--- config.mk ---
export PLATFORM = sky130hd
export DESIGN_NAME = dp_edit_blinker_flat
export DESIGN_NICKNAME = d
export VERILOG_FILES = /design/src/rtl/dp_edit_blinker_if.sv /design/src/rtl/dp_edit_blinker.sv /design/src/flat_wrapper.sv
export SDC_FILE = /design/constraint.sdc
export NUM_CORES = 1
export LEC_CHECK = 0
export ABC_CLOCK_PERIOD_IN_PS = 3950
export CORE_MARGIN = 2
export CORE_UTILIZATION = 50
export CTS_BUF_LIST = sky130_fd_sc_hd__clkbuf_4 sky130_fd_sc_hd__clkbuf_8
export CTS_CLUSTER_SIZE = 24
export DETAILED_ROUTE_END_ITERATION = 12
export PLACE_DENSITY = 0.72
export RECOVER_POWER = 25
export SLEW_MARGIN = 30
export SYNTH_ARGS = -nofsm -noshare
export SYNTH_HDL_FRONTEND = slang
export SYNTH_SLANG_ARGS = --single-unit
--- constraint.sdc ---
create_clock -name clk -period 3.95 [get_ports clk]
set_input_delay 0.5925 -clock clk [delete_from_list [all_inputs] [get_ports clk]]
set_output_delay 0.5925 -clock clk [all_outputs]
set_load 0.05 [all_outputs]
--- src/rtl/dp_edit_blinker_if.sv ---
// Button-pulse inputs and display outputs of the decimal-point edit blinker.
// master = button/control side, slave = dp_edit_blinker.
interface dp_edit_blinker_if #(
  parameter int N_DIGITS = 12,
  parameter int N_FIELDS = 3
);
  localparam int FW = $clog2(N_FIELDS + 1);

  logic                mode_btn;
  logic                activity;
  logic [FW-1:0]       mode_o;
  logic [N_DIGITS-1:0] dp_o;

  modport master (output mode_btn, output activity, input mode_o, input dp_o);
  modport slave  (input mode_btn, input activity, output mode_o, output dp_o);
endinterface

--- src/rtl/dp_edit_blinker.sv ---
// Adjust-mode FSM with blinking decimal point on the edited field and idle timeout.
// Optional `DP_HEARTBEAT_EN: free-running seconds heartbeat on bit FIELD_BASE in run mode.
module dp_edit_blinker #(
  parameter int N_DIGITS     = 12,
  parameter int N_FIELDS     = 3,
  parameter int FIELD_BASE   = 3,
  parameter int FIELD_STRIDE = 3,
  parameter int BLINK_HALF   = 25000000,
  parameter int IDLE_TIMEOUT = 20
) (
  input  logic           clk,
  input  logic           rst_n,
  dp_edit_blinker_if.slave bus
);
  localparam int FW = $clog2(N_FIELDS + 1);
  localparam int CW = $clog2(BLINK_HALF);
  localparam int TW = $clog2(IDLE_TIMEOUT + 1);
  localparam logic [FW-1:0] LAST_FIELD = FW'(N_FIELDS);
  localparam logic [CW-1:0] CNT_LAST   = CW'(BLINK_HALF - 1);
  localparam logic [TW-1:0] TO_LAST    = TW'(IDLE_TIMEOUT - 1);

  if (FIELD_BASE + (N_FIELDS - 1) * FIELD_STRIDE >= N_DIGITS) begin : g_bad_index
    $error("dp_edit_blinker: DP index of last field exceeds N_DIGITS-1");
  end
  if (BLINK_HALF < 2 || IDLE_TIMEOUT < 1 || N_FIELDS < 1) begin : g_bad_timing
    $error("dp_edit_blinker: need BLINK_HALF >= 2, IDLE_TIMEOUT >= 1, N_FIELDS >= 1");
  end

  typedef enum logic {S_RUN, S_EDIT} state_t;

  state_t              state, state_n;
  logic [FW-1:0]       field, field_n;
  logic [CW-1:0]       cnt, cnt_n;
  logic                phase, phase_n;
  logic [TW-1:0]       tcnt, tcnt_n;
  logic [N_DIGITS-1:0] dp_q, dp_n;
  logic                term;

  function automatic logic [N_DIGITS-1:0] field_mask(input int unsigned f);
    logic [N_DIGITS-1:0] one;
    one = N_DIGITS'(1);
    return one << (FIELD_BASE + (f - 1) * FIELD_STRIDE);
  endfunction

  always_ff @(posedge clk or negedge rst_n) begin
    if (!rst_n) begin
      state <= S_RUN;
      field <= '0;
      cnt   <= '0;
      phase <= 1'b1;
      tcnt  <= '0;
      dp_q  <= '0;
    end else begin
      state <= state_n;
      field <= field_n;
      cnt   <= cnt_n;
      phase <= phase_n;
      tcnt  <= tcnt_n;
      dp_q  <= dp_n;
    end
  end

  assign term = (cnt == CNT_LAST);

  always_comb begin
    state_n = state;
    field_n = field;
    cnt_n   = cnt;
    phase_n = phase;
    tcnt_n  = tcnt;
    dp_n    = '0;

    // mode_btn outranks both activity and a coincident timeout
    if (bus.mode_btn) begin
      if (state == S_RUN) begin
        state_n = S_EDIT;
        field_n = FW'(1);
      end else if (field == LAST_FIELD) begin
        state_n = S_RUN;
        field_n = '0;
      end else begin
        field_n = field + 1'b1;
      end
      cnt_n   = '0;
      phase_n = 1'b1;
      tcnt_n  = '0;
    end else if (state == S_EDIT) begin
      if (bus.activity) begin
        cnt_n   = '0;
        phase_n = 1'b1;
        tcnt_n  = '0;
      end else if (term) begin
        cnt_n   = '0;
        if (tcnt == TO_LAST) begin
          state_n = S_RUN;
          field_n = '0;
          phase_n = 1'b1;
          tcnt_n  = '0;
        end else begin
          phase_n = ~phase;
          tcnt_n  = tcnt + 1'b1;
        end
      end else begin
        cnt_n = cnt + 1'b1;
      end
    end else begin
`ifdef DP_HEARTBEAT_EN
      if (term) begin
        cnt_n   = '0;
        phase_n = ~phase;
      end else begin
        cnt_n = cnt + 1'b1;
      end
`else
      cnt_n   = '0;
      phase_n = 1'b1;
`endif
      tcnt_n = '0;
    end

    // dp is registered from next-state values so it changes with mode_o
    if (state_n == S_EDIT && phase_n) begin
      for (int unsigned f = 1; f <= N_FIELDS; f++) begin
        if (field_n == FW'(f)) dp_n = field_mask(f);
      end
    end
`ifdef DP_HEARTBEAT_EN
    if (state_n == S_RUN && phase_n) dp_n = field_mask(1);
`endif
  end

  assign bus.mode_o = field;
  assign bus.dp_o   = dp_q;
endmodule
--- src/flat_wrapper.sv ---
// flat-port wrapper written by rule: the top's interface ports become plain ports
module dp_edit_blinker_flat 
#(
  parameter int N_DIGITS     = 12,
  parameter int N_FIELDS     = 3,
  parameter int FIELD_BASE   = 3,
  parameter int FIELD_STRIDE = 3,
  parameter int BLINK_HALF   = 25000000,
  parameter int IDLE_TIMEOUT = 20
)
  (clk, rst_n, bus_mode_btn, bus_activity, bus_mode_o, bus_dp_o);
  dp_edit_blinker_if #(.N_DIGITS(N_DIGITS), .N_FIELDS(N_FIELDS)) bus_i ();
  input  logic clk;
  input  logic rst_n;
  input wire logic [$bits(bus_i.mode_btn)-1:0] bus_mode_btn;
  input wire logic [$bits(bus_i.activity)-1:0] bus_activity;
  output wire logic [$bits(bus_i.mode_o)-1:0] bus_mode_o;
  output wire logic [$bits(bus_i.dp_o)-1:0] bus_dp_o;
  assign bus_i.mode_btn = bus_mode_btn;
  assign bus_i.activity = bus_activity;
  assign bus_mode_o = bus_i.mode_o;
  assign bus_dp_o = bus_i.dp_o;
  dp_edit_blinker #(.N_DIGITS(N_DIGITS), .N_FIELDS(N_FIELDS), .FIELD_BASE(FIELD_BASE), .FIELD_STRIDE(FIELD_STRIDE), .BLINK_HALF(BLINK_HALF), .IDLE_TIMEOUT(IDLE_TIMEOUT)) u_core (.clk(clk), .rst_n(rst_n), .bus(bus_i));
endmodule
==> flow_metrics.py, run 1 <==
metrics = {
    "clocking": {
        "hold_buffers": 0,
        "clk_latency_ns": 0.28,
        "cts_max_level": 2,
        "root_buffer": "clkbuf_8",
        "numCtsBuffers": 5,
        "cts_tree": "yes",
        "cts_setup_buffers": 0,
        "path_clk_slew_ns": 0.07,
        "postCtsResizedCells": 0,
        "clock_path_buffers": 2,
        "clkSinkCount": 37,
    },
    "timing": {
        "fin_worst_skew_ns": 0.00564,
        "setup_slack_ns": 1.34,
        "fmax_mhz": 383,
        "post-route-period-util": 0.662,
        "setup_viol": 0,
        "slew_viol_final": 38,
        "whs_ns": 0.518,
        "worst_pin_slew_ns": 1.94,
        "final_hold_viol_count": 0,
        "min_period_ns": 2.61,
        "fin_tns_setup_ns": 0,
        "maxSlewHeadroom": -0.292,
        "rsz0062_at_grt": "false",
    },
    "power_and_ir_drop": {
        "power_switching_mw": 0.273,
        "swShare": 0.310,
        "pwr-share-clk": 0.302,
        "finalPower_mw": 0.881,
        "vdd_drop_max_v": 0.000191,
        "leakage_nw": 0.854,
        "p_int_mw": 0.608,
        "combPwrFrac": 0.227,
        "power_density_mw_per_mm2": 401,
        "pwr-share-seq": 0.471,
    },
    "layout": {
        "drive_gt1_frac": 0.0942,
        "area_growth_pct": 8.25,
        "nFillCells": 364,
        "antenna_cells": 0,
        "final_cell_area_mm2": 0.00220,
        "layout.nets": 229,
    },
    "placement": {
        "post_dp_cell_area_mm2": 0.00211,
        "gp_congestion": 0.803,
        "port_buffers": 8,
        "hpwl_mm": 2.52,
        "place_ws_ns": 1.35,
    },
    "logic_synthesis": {
        "synth_edf_count": 0,
        "ys_seq_area_frac": 0.456,
        "synth.most_common_cell": "dfrtp_1",
        "yosys-top-cells-count": "36 x dfrtp_1, 31 x nor2_1, 15 x xnor2_1",
        "synthesis.area_mm2": 0.00203,
        "yosys_warnings": 0,
        "ys_seq_elements": 37,
        "synthFlopType": "dfrtp_1",
        "netlist_top_cells_area": "dfrtp_1 44%, xnor2_1 6.5%, nor2_1 5.7%",
        "yosysTopAreaCell": "dfrtp_1",
        "synth_cells": 212,
        "synth_top_area_share": 0.443,
        "synth_cell_type_count": 45,
        "avgSynthCellArea_um2": 9.59,
        "async_flop_share": 1.00,
    },
    "critical_path": {
        "required_ns": 4.13,
        "reg2reg_from": "u_core.cnt[8]$_DFF_PN0_",
        "cp_slowest_cell": "or4_4",
        "path_delay_family": "simple AND/OR/NAND/NOR gates",
        "crit_type": "flop to flop",
        "cp_data_arrival_time_ns": 2.79,
        "startpoint_type": "flop",
        "path_buf_inv": 1,
        "crit_path_max_fanout": 19,
        "critical_path.cell_chain": "or4b_1, or4_4, o21ai_2, buf_4, nor2_1",
        "max_stage_delay_ns": 0.61,
        "startpoint": "u_core.cnt[8]$_DFF_PN0_",
        "worstSetupEndpointType": "flop",
    },
    "global_routing": {
        "globalRouteOverflowTotal": 0,
        "grt_pass1_wl_mm": 6.13,
        "grt_pass1_vias": 1378,
        "grt_util_all_layers": 0.183,
        "antenna_found_initial": 0,
        "grt_max_degree": 38,
    },
    "hold_path": {
        "worstHoldPathType": "flop to flop",
        "min_from": "u_core.cnt[0]$_DFF_PN0_",
    },
    "floorplan": {
        "core_region_area_mm2": 0.00394,
        "start_util": 0.516,
        "die_y_um": 67.8,
        "dieArea_mm2": 0.00459,
        "ios": 18,
        "die_w_um": 67.8,
        "rows": 23,
    },
    "routing": {
        "vias_per_cell": 5.38,
        "ant_nets": 0,
        "wl_mm": 3.64,
        "drcViolationCount": 0,
        "first_iter_violations": 83,
        "firstDrtPassIters": 6,
        "via_count": 1468,
        "wire_per_inst_um": 13.3,
    },
    "run": {
        "max_cap_viol_count": 1,
    },
    "run_status": {
        "violations": "capacitance limit, slew limit",
        "status": "complete, but fails checks",
    },
}
[worst reg2reg max path, stage by stage (launching register included)]
cell,delay (ns)
dfrtp_1,0.42
or4b_1,0.52
or4_4,0.61
o21ai_2,0.59
buf_4,0.30
nor2_1,0.07
[per-stage QoR]
stage,util,cells
2_1_floorplan,-,220
3_3_place_gp,0.535,265
3_5_place_dp,0.535,265
4_1_cts,0.559,273
5_1_grt,0.558,273
6_report,0.558,273
[metal layers]
layer,part of all wire,wire [um],GRT usage
met1,0.48,1760,0.236
met3,0.039,140,0.0550
met4,0.013,48,0.0600
met5,0,0,0
met2,0.46,1690,0.297
[placed cells by master (no fill, tap or decap), types with 2 or more instances in the layout]
master | synthesis | final
o211ai_1 | 2 | 2
a31oi_1 | 2 | 2
xor2_1 | 5 | 5
or2_2 | 2 | 2
nor4_1 | 5 | 5
or3_1 | 3 | 3
ha_1 | 3 | 3
nor4b_1 | 3 | 3
and3_1 | 3 | 3
mux2i_1 | 3 | 3
nor3_1 | 8 | 8
dfrtp_1 | 36 | 36
nand2_1 | 12 | 12
nor2_1 | 31 | 31
a21oi_1 | 4 | 4
clkdlybuf4s50_1 | 0 | 7
nand3b_1 | 2 | 2
o21ai_2 | 2 | 2
and4_1 | 2 | 2
nand3_1 | 12 | 12
clkbuf_4 | 0 | 3
o21ai_0 | 7 | 7
xnor2_1 | 15 | 15
nand2b_1 | 3 | 3
clkbuf_8 | 0 | 5
and2_1 | 3 | 3
inv_1 | 7 | 7
conb_1 | 1 | 9
nand4_1 | 5 | 5
[worst paths after layout]
| kind | to | slack [ns] | depth (start not counted) |
|---|---|---|---|
| worst max-delay path | u_core.cnt[19]$_DFF_PN0_ | 1.34 | 5 |
| worst min-delay path | u_core.cnt[0]$_DFF_PN0_ | 0.52 | 1 |
| worst max register to register | u_core.cnt[19]$_DFF_PN0_ | 1.34 | 5 |
| worst min register to register | u_core.cnt[0]$_DFF_PN0_ | 0.52 | 1 |
| max in group asynchronous | u_core.cnt[9]$_DFF_PN0_ | 1.99 | 1 |
| min in group asynchronous | u_core.tcnt[4]$_DFFE_PN0P_ | 0.84 | 1 |
[cell families (layout without fill, tap and decap cells)]
logic type,Yosys count,in the layout,synth area share
xor+xnor,20,20,0.0862
mux,3,3,0.0148
buf+inv,21,24,0.0609
flops,37,37,0.456
other cells,1,9,0.00184
fa+ha+maj,3,3,0.0185
simple gates,105,105,0.295
compound gates,22,22,0.0671
[area by class of cell]
cell class                      instances  area (um2)  area share
Sequential cell                        37         927       0.421
Inverter                                7        26.3      0.0119
Timing Repair Buffer                    9        81.3      0.0370
Multi-Input combinational cell        162        1010       0.460
Tap cell                               50        62.6      0.0284
Clock buffer                            8        91.3      0.0415
[registers in the layout, summed over array words and instances, names as in the netlist]
register and cells:
u_core.tcnt 5, u_core.cnt 25, u_core.bus.mode_o 2, u_core.bus.dp_o 3, u_core.phase 1, u_core.state 1
[power groups by stage]
| stage | Sequential, mW | Combinational [mW] | Clock, mW |
|---|---|---|---|
| final | 0.415 | 0.200 | 0.267 |
| after global routing | 0.419 | 0.215 | 0.296 |
| after global placement | 0.422 | 0.197 | 0 |
| after CTS | 0.415 | 0.203 | 0.277 |
| after floorplan | 0.484 | 0.0868 | 0 |
| after detailed placement | 0.423 | 0.202 | 0 |
(Power assumes the default switching activity.)
==> inputs of run 2 (changes only) <==
ABC_CLOCK_PERIOD_IN_PS = 2450   (was 3950)
clock period = 2.45 ns   (was 3.95 ns; I/O delays follow)
==> flow_metrics.py, run 2 (synthesized netlist as in run 1, its figures left out) <==
metrics = {
    "timing": {
        "maxSlewHeadroom": -0.313,
        "fmax_mhz": 440,
        "setup_slack_ns": 0.176,
        "rsz0062_at_grt": "false",
        "final_hold_viol_count": 0,
        "fin_worst_skew_ns": 0.00636,
        "whs_ns": 0.504,
        "fin_tns_setup_ns": 0,
        "setup_viol": 0,
        "worst_pin_slew_ns": 1.97,
        "min_period_ns": 2.27,
        "slew_viol_final": 38,
        "post-route-period-util": 0.928,
    },
    "layout": {
        "area_growth_pct": 10.4,
        "drive_gt1_frac": 0.114,
        "final_cell_mix": "36 x dfrtp_1, 31 x nor2_1, 15 x xnor2_1",
        "layout.nets": 235,
        "antenna_cells": 0,
        "largest_register_ff_count": 25,
        "top_register": "u_core.cnt",
        "finalNonFillerCells": 278,
        "layout_commonest_cell": "dfrtp_1",
    },
    "power_and_ir_drop": {
        "pwr-share-clk": 0.305,
        "p_int_mw": 0.980,
        "pwr-share-seq": 0.468,
        "power_switching_mw": 0.450,
        "swShare": 0.315,
        "combPwrFrac": 0.227,
        "leakage_nw": 0.881,
        "vdd_drop_max_v": 0.000421,
        "power_density_mw_per_mm2": 637,
    },
    "floorplan": {
        "rows": 23,
        "die_y_um": 67.8,
        "start_util": 0.516,
        "ios": 18,
        "dieArea_mm2": 0.00459,
        "core_region_area_mm2": 0.00394,
        "die_w_um": 67.8,
    },
    "clocking": {
        "postCtsResizedCells": 0,
        "clock_path_buffers": 2,
        "cts_tree": "yes",
        "hold_buffers": 0,
        "path_clk_slew_ns": 0.07,
        "cts_max_level": 2,
        "clkSinkCount": 37,
        "root_buffer": "clkbuf_8",
        "clk_latency_ns": 0.29,
        "cts_setup_buffers": 0,
        "numCtsBuffers": 5,
    },
    "routing": {
        "drcViolationCount": 0,
        "vias_per_cell": 5.45,
        "first_iter_violations": 77,
        "wl_mm": 3.73,
        "ant_nets": 0,
        "via_count": 1515,
        "firstDrtPassIters": 4,
        "wire_per_inst_um": 13.4,
    },
    "hold_path": {
        "min_path_cells": 1,
        "worstHoldPathType": "flop to flop",
    },
    "global_routing": {
        "globalRouteOverflowTotal": 0,
        "grt_pass1_wl_mm": 6.11,
        "grt_pass1_vias": 1360,
        "antenna_found_initial": 0,
        "grt_util_all_layers": 0.184,
        "grt_max_degree": 38,
    },
    "placement": {
        "dp.cells": 271,
        "gp_congestion": 0.824,
        "hpwl_mm": 2.56,
        "port_buffers": 8,
        "place_ws_ns": 0.178,
    },
    "critical_path": {
        "worstSetupEndpointType": "flop",
        "crit_type": "flop to flop",
        "required_ns": 2.63,
        "crit_path_max_fanout": 5,
        "cp_data_arrival_time_ns": 2.45,
        "ff2ff_path_depth": 5,
        "startpoint_type": "flop",
    },
    "run": {
        "max_cap_viol_count": 1,
    },
    "run_status": {
        "status": "complete, but fails checks",
        "violations": "capacitance limit, slew limit",
    },
}
run 2: critical path: stages, from the launching register on:
cell	delay (ns)
dfrtp_1	0.44
or4b_1	0.52
or4_4	0.61
nor4_4	0.29
o21ai_2	0.12
and3b_1	0.19
run 2: path summary, 6_finish.rpt:
check | endpoint | start | slack, ns
max | u_core.bus.dp_o[6]$_DFF_PN0_ | u_core.cnt[17]$_DFF_PN0_ | 0.18
min | u_core.cnt[0]$_DFF_PN0_ | u_core.cnt[0]$_DFF_PN0_ | 0.50
max reg2reg | u_core.bus.dp_o[6]$_DFF_PN0_ | u_core.cnt[17]$_DFF_PN0_ | 0.18
min reg2reg | u_core.cnt[0]$_DFF_PN0_ | u_core.cnt[0]$_DFF_PN0_ | 0.50
max in group asynchronous | u_core.cnt[13]$_DFF_PN0_ | rst_n | 0.69
min in group asynchronous | u_core.tcnt[4]$_DFFE_PN0P_ | rst_n | 0.62
run 2: per-layer routing:
| layer | track usage | vias to the layer above | share of wire |
|---|---|---|---|
| li1 | - | 756 | - |
| met1 | 0.236 | 721 | 0.48 |
| met4 | 0.0675 | 0 | 0.019 |
| met3 | 0.0600 | 9 | 0.041 |
| met5 | 0 | - | 0 |
| met2 | 0.290 | 29 | 0.46 |
run 2: power groups by stage:
stage	sequential (mW)	combinational, mW	clock (mW)
finish	0.670	0.324	0.436
global route	0.673	0.350	0.483
CTS	0.670	0.328	0.453
detailed placement	0.682	0.327	0
global placement	0.681	0.322	0
floorplan	0.781	0.140	0
run 2: cell type report:
class	count	area, um2
Multi-Input combinational cell	162	1010
Sequential cell	37	927
Fill cell	361	1700
Tap cell	50	62.6
Inverter	7	26.3
Timing Repair Buffer	15	126
Clock buffer	7	90.1
run 2: per-stage QoR:
stage          power, mW  area [um2]   util
2_1_floorplan      0.921        2060      -
3_3_place_gp        1.00        2160  0.547
3_5_place_dp        1.01        2160  0.547
4_1_cts             1.45        2250  0.570
5_1_grt             1.51        2240  0.569
6_report            1.43        2240  0.569
==> inputs of run 3 (changes only) <==
CAP_MARGIN = 10   (was not set)
==> results of run 3 <==
Final layout, timing and power as in run 2 (identical DEF).
